===== config.mk =====
export PLATFORM = sky130hd
export DESIGN_NAME = baud_gen_prog
export DESIGN_NICKNAME = d
export VERILOG_FILES = /design/src/rtl/baud_gen_prog.sv
export SDC_FILE = /design/constraint.sdc
export NUM_CORES = 1
export LEC_CHECK = 0
export ABC_AREA = 1
export CAP_MARGIN = 10
export CORE_MARGIN = 10
export CORE_UTILIZATION = 44
export DETAILED_ROUTE_END_ITERATION = 16
export MAX_ROUTING_LAYER = met4
export PLACE_DENSITY = 0.68
export SYNTH_ARGS = -nofsm -noshare
export SYNTH_HDL_FRONTEND = slang
export SYNTH_SLANG_ARGS = --single-unit

===== constraint.sdc =====
create_clock -name clk -period 4.06 [get_ports clk]
set_input_delay 0.812 -clock clk [delete_from_list [all_inputs] [get_ports clk]]
set_output_delay 0.812 -clock clk [all_outputs]
set_load 0.1 [all_outputs]

===== src/rtl/baud_gen_prog.sv =====
// Programmable UART baud-rate generator.
// Produces an oversample tick (rate*OVS), a bit tick (rate) and a 50%-duty
// baud square wave. The rate comes from a preset table or a custom divisor.
// A new divisor is adopted only at bit boundaries while counting, so the
// bit in progress always completes at the old rate.
//
// Handshake/control semantics: there is no valid/ready handshake here. The
// ticks are single-cycle strobes with no back-pressure. Control priority
// is rst > sync_clr > en=0 > counting.
`timescale 1ns/1ps
module baud_gen_prog #(
    parameter int unsigned CLK_HZ = 50000000,
    parameter int unsigned DIV_W  = 16,
    parameter int unsigned OVS    = 16
) (
    input  logic             clk,
    input  logic             rst,
    input  logic             en,
    input  logic             sync_clr,
    input  logic [2:0]       sel,
    input  logic [DIV_W-1:0] div_cfg,
    output logic             ovs_tick,
    output logic             bit_tick,
    output logic             baud_clk,
    output logic [DIV_W-1:0] div_act
);

    localparam int unsigned PH_W = (OVS > 1) ? $clog2(OVS) : 1;

    // Rounded divisor: clk cycles per oversample tick for a given baud rate.
    function automatic int unsigned preset_div(input int unsigned rate);
        return (CLK_HZ + (rate * OVS) / 2) / (rate * OVS);
    endfunction

    localparam int unsigned D1200  = preset_div(1200);
    localparam int unsigned D2400  = preset_div(2400);
    localparam int unsigned D4800  = preset_div(4800);
    localparam int unsigned D9600  = preset_div(9600);
    localparam int unsigned D19200 = preset_div(19200);
    localparam int unsigned D38400 = preset_div(38400);
    localparam int unsigned D57600 = preset_div(57600);

    localparam logic [PH_W-1:0] PH_LAST    = PH_W'(OVS - 1);
    localparam logic [PH_W-1:0] PH_PRE_MID = PH_W'(OVS / 2 - 1);

    // The slowest preset is the largest divisor; it must fit the counter.
    if (longint'(D1200) >= (longint'(1) << DIV_W)) begin : g_bad_preset
        $error("baud_gen_prog: preset divisor %0d does not fit in DIV_W=%0d", D1200, DIV_W);
    end

    if (OVS < 2 || OVS > 64 || (OVS & (OVS - 1)) != 0) begin : g_bad_ovs
        $error("baud_gen_prog: OVS=%0d must be a power of 2 in 2..64", OVS);
    end

    logic [DIV_W-1:0] cnt_q, cnt_d;
    logic [PH_W-1:0]  ph_q, ph_d;
    logic             ovs_tick_q, ovs_tick_d;
    logic             bit_tick_q, bit_tick_d;
    logic             baud_clk_q, baud_clk_d;
    logic [DIV_W-1:0] div_act_q, div_act_d;
    logic [DIV_W-1:0] div_dec;
    logic             wrap;

    // Decode the requested divisor; custom values below 2 are clamped to 2.
    always_comb begin
        div_dec = div_cfg;
        case (sel)
            3'd0:    div_dec = DIV_W'(D1200);
            3'd1:    div_dec = DIV_W'(D2400);
            3'd2:    div_dec = DIV_W'(D4800);
            3'd3:    div_dec = DIV_W'(D9600);
            3'd4:    div_dec = DIV_W'(D19200);
            3'd5:    div_dec = DIV_W'(D38400);
            3'd6:    div_dec = DIV_W'(D57600);
            default: div_dec = (div_cfg < DIV_W'(2)) ? DIV_W'(2) : div_cfg;
        endcase
    end

    // Next-state: restart, hold, or count with divisor reload at bit boundary.
    always_comb begin
        cnt_d      = cnt_q;
        ph_d       = ph_q;
        ovs_tick_d = 1'b0;
        bit_tick_d = 1'b0;
        baud_clk_d = baud_clk_q;
        div_act_d  = div_act_q;
        // ">=" also recovers if div_act shrank below cnt while disabled.
        wrap       = (cnt_q >= (div_act_q - DIV_W'(1)));
        if (sync_clr) begin
            cnt_d      = '0;
            ph_d       = '0;
            baud_clk_d = 1'b0;
            div_act_d  = div_dec;
        end else if (!en) begin
            div_act_d = div_dec;
        end else if (wrap) begin
            cnt_d      = '0;
            ovs_tick_d = 1'b1;
            ph_d       = ph_q + PH_W'(1);
            if (ph_q == PH_LAST) begin
                bit_tick_d = 1'b1;
                baud_clk_d = 1'b0;
                div_act_d  = div_dec;
            end else if (ph_q == PH_PRE_MID) begin
                baud_clk_d = 1'b1;
            end
        end else begin
            cnt_d = cnt_q + DIV_W'(1);
        end
    end

    // State and output registers; rst overrides everything.
    always_ff @(posedge clk) begin
        if (rst) begin
            cnt_q      <= '0;
            ph_q       <= '0;
            ovs_tick_q <= 1'b0;
            bit_tick_q <= 1'b0;
            baud_clk_q <= 1'b0;
            div_act_q  <= div_dec;
        end else begin
            cnt_q      <= cnt_d;
            ph_q       <= ph_d;
            ovs_tick_q <= ovs_tick_d;
            bit_tick_q <= bit_tick_d;
            baud_clk_q <= baud_clk_d;
            div_act_q  <= div_act_d;
        end
    end

    assign ovs_tick = ovs_tick_q;
    assign bit_tick = bit_tick_q;
    assign baud_clk = baud_clk_q;
    assign div_act  = div_act_q;

endmodule


==> out/summary.txt <==
clock latency at the later pin of the worst-skew pair -> 0.29 ns
Num Clock Sinks -> 39
drt via density -> 4.72
net count after synthesis -> 366
Initial Util -> 0.451
clock-pin slew of the registers on the worst-case setup and hold paths -> 0.07 ns
post-CTS resize count -> 0
fraction of layout cells with a size suffix above 1 -> 0.0676
die footprint -> 0.00906 mm2
DRT iter0 DRCs -> 76
CTS buffer count -> 5
Hold WS -> 0.493 ns
placer congestion estimate -> 0.870
register area share after synthesis -> 0.378
share of flip-flops with an asynchronous set or reset after synthesis -> 0
signed area change from the synthesized netlist to the final layout -> 23.4%
RSZ-0062 raised after global routing -> false
total global routing overflow -> 0
post-route fraction of the period consumed by the critical path -> 0.807
Synthesis Warnings -> 0
cell count of the worst hold path -> 2
maximum buffer depth of the clock tree -> 2
initial antenna violation count -> 0
maximum number of pins on one net before global-route repair -> 17
first-pass GRT wire length -> 8870 um
launch point of the worst reg-to-reg path -> div_act[0]$_DFFE_PP_
CP Launch Type -> register
Pwr Density -> 323 mW/mm2
worst setup skew after layout -> 0.00535 ns
Synth Register Bits -> 39
main flop type after synthesis -> dfxtp_1
IO Count -> 42
static leakage -> 0.00129 uW
Period minus WS final -> 3.28 ns
final wirelength -> 5120 um
post-detail-place hpwl -> 4340 um
Highest Clock Rate -> 0.305 GHz
Worst Hold Path EP -> baud_clk$_SDFFE_PP0P_
Netlist cell types -> 32
number of filler cells placed in the layout -> 532
Detail Route met2 WL -> 2390 um
first-pass iteration count of the detailed router -> 4
Clk Tree Root Cell -> clkbuf_8
Worst Reg-to-Reg Cells -> 18
post-route met1 wirelength -> 2350 um
final sum of negative setup slack -> 0 ns
Final setup viols -> 0
worst slew pin tran -> 1.01 ns
via count of the first global-routing pass -> 2071
Hold-fix buffers, CTS -> 0
Port-buffer cells -> 41
worst-case register-to-register setup slack -> 0.78 ns
max_slew headroom -> 0.321
post-route DRC violation count -> 0
Net count, final -> 411
worst setup path class -> reg -> reg
Post-CTS Setup Bufs -> 0
instance count of the mapped netlist -> 324
level count of the clock H-tree -> 2
nature of the critical path endpoint -> register
worst min-delay path class -> reg -> reg
aggregate global-route resource usage -> 0.125
worst r2r dst -> div_act[13]$_DFFE_PP_
result of the run -> finished clean
count of inserted antenna diode cells -> 0
number of synthesized flops with an enable pin -> 16
DR WL/cell -> 11.6 um
Hold Path Origin -> baud_clk$_SDFFE_PP0P_
highest ir drop seen on vdd -> 0.195 mV
Max Slew Vio Count -> 0
data arrival time at the worst-slack endpoint -> 3.20 ns
number of placement rows -> 27
highest metal layer with signal wires -> met4
height of the die -> 95.2 um
Met3 Routed Length -> 303 um
average cell area after synthesis -> 7.67 um2
final hold viol count -> 0
maximum fanout count along the critical path -> 16
total number of vias -> 2085
critical path data required time -> 3.99 ns
Max Cap Violations -> 0
post-synthesis instance area -> 0.00249 mm2
CTS tree -> yes
antenna viol nets, final -> 0
overall die width -> 95.2 um
CORE AREA -> 0.00551 mm2
## power by group
part,total (uW),internal [uW],switching (uW)
Sequential,440,424,15.8
Clock,312,180,132
Combinational,240,73.0,167
## flip-flops by register name, indices dropped and copies added (netlist names)
name and cells:
ph_q 4, bit_tick 1, baud_clk 1, div_act 16, ovs_tick 1, cnt_q 16
## worst max-delay path, cell delays in order (launching register included)
cell      delay, ns
edfxtp_1       0.38
inv_1          0.12
ha_1           0.22
nand3_1        0.17
nor2_1         0.12
nand2_1        0.07
nor2_1         0.13
nand2_1        0.10
nor2_1         0.09
nor2_1         0.04
nor2_1         0.08
inv_1          0.05
ha_1           0.26
nand2_1        0.07
nor3_1         0.27
nand2_2        0.12
nand2_4        0.11
nand2_1        0.06
nand2_1        0.43
## metrics by stage
step / util / cell area [um2] / setup slack (ns) / power (uW) / instances
after floorplan: - / 2490 / 0.473 / 620 / 324
after global placement: 0.537 / 2960 / 0.831 / 688 / 434
after detailed placement: 0.537 / 2960 / 0.721 / 690 / 434
after CTS: 0.557 / 3070 / 0.713 / 1000 / 442
after global routing: 0.557 / 3070 / 0.296 / 1040 / 442
final: 0.557 / 3070 / 0.784 / 992 / 442
## cell usage after synthesis (2+ instances only)
| library cell | number | area share |
|---|---|---|
| nand4_1 | 6 | 0.015 |
| nand2_4 | 2 | 0.0091 |
| nor2_2 | 4 | 0.010 |
| dfxtp_1 | 23 | 0.19 |
| nand3_1 | 11 | 0.022 |
| nor3_1 | 8 | 0.016 |
| nand2_1 | 71 | 0.11 |
| buf_6 | 2 | 0.0091 |
| nand3_2 | 2 | 0.0081 |
| nor2_1 | 53 | 0.080 |
| nand2_2 | 3 | 0.0075 |
| inv_1 | 44 | 0.066 |
| o21ai_1 | 2 | 0.0040 |
| xor2_1 | 12 | 0.042 |
| o21ai_0 | 9 | 0.018 |
| nand3b_1 | 2 | 0.0060 |
| ha_1 | 19 | 0.096 |
| edfxtp_1 | 16 | 0.19 |
| a21oi_1 | 10 | 0.020 |
| nor4_1 | 3 | 0.0075 |
| xnor2_1 | 11 | 0.039 |
## final cells by class
class / count / area (um2) / share of cell area
Timing Repair Buffer: 41 / 410 / 0.134
Inverter: 46 / 175 / 0.0571
Sequential cell: 39 / 941 / 0.307
Clock inverter: 3 / 38.8 / 0.0126
Tap cell: 72 / 90.1 / 0.0294
Multi-Input combinational cell: 236 / 1340 / 0.438
Clock buffer: 5 / 68.8 / 0.0224
## worst max-delay path by stage
stage	startpoint	end	slack, ns	cells after the start
3_5_place_dp	div_act[0]$_DFFE_PP_	div_act[14]$_DFFE_PP_	0.72	18
3_3_place_gp	div_act[0]$_DFFE_PP_	div_act[14]$_DFFE_PP_	0.83	18
4_1_cts	div_act[0]$_DFFE_PP_	div_act[14]$_DFFE_PP_	0.71	18
5_1_grt	div_act[0]$_DFFE_PP_	div_act[14]$_DFFE_PP_	0.30	18
6_report	div_act[0]$_DFFE_PP_	div_act[13]$_DFFE_PP_	0.78	18
2_1_floorplan	div_act[0]$_DFFE_PP_	div_act[0]$_DFFE_PP_	0.47	17
## placed cells by master, fill, tap and decap left out, types with 8 or more instances in the layout
cell type	n
ha_1	19
nor3_1	8
xor2_1	12
nand2_1	71
inv_1	44
dfxtp_1	23
a21oi_1	10
xnor2_1	11
nor2_1	53
clkdlybuf4s50_1	41
edfxtp_1	16
nand3_1	11
o21ai_0	9
## routing by layer
layer,global-route usage,up-vias
li1,-,1128
met1,0.136,908
met2,0.206,42
met3,0.0416,7
met4,0.0474,0
met5,-,-
## kinds of logic after synthesis
family / count (synthesis) / share of synthesized area
AOI/OAI and AO/OA: 25 / 0.0544
buffers and inverters: 49 / 0.0815
and+or+nand+nor: 169 / 0.309
DFF: 39 / 0.378
xor gates and xnor gates: 23 / 0.0810
adders and majority gates: 19 / 0.0956
(Power assumes the default switching activity.)
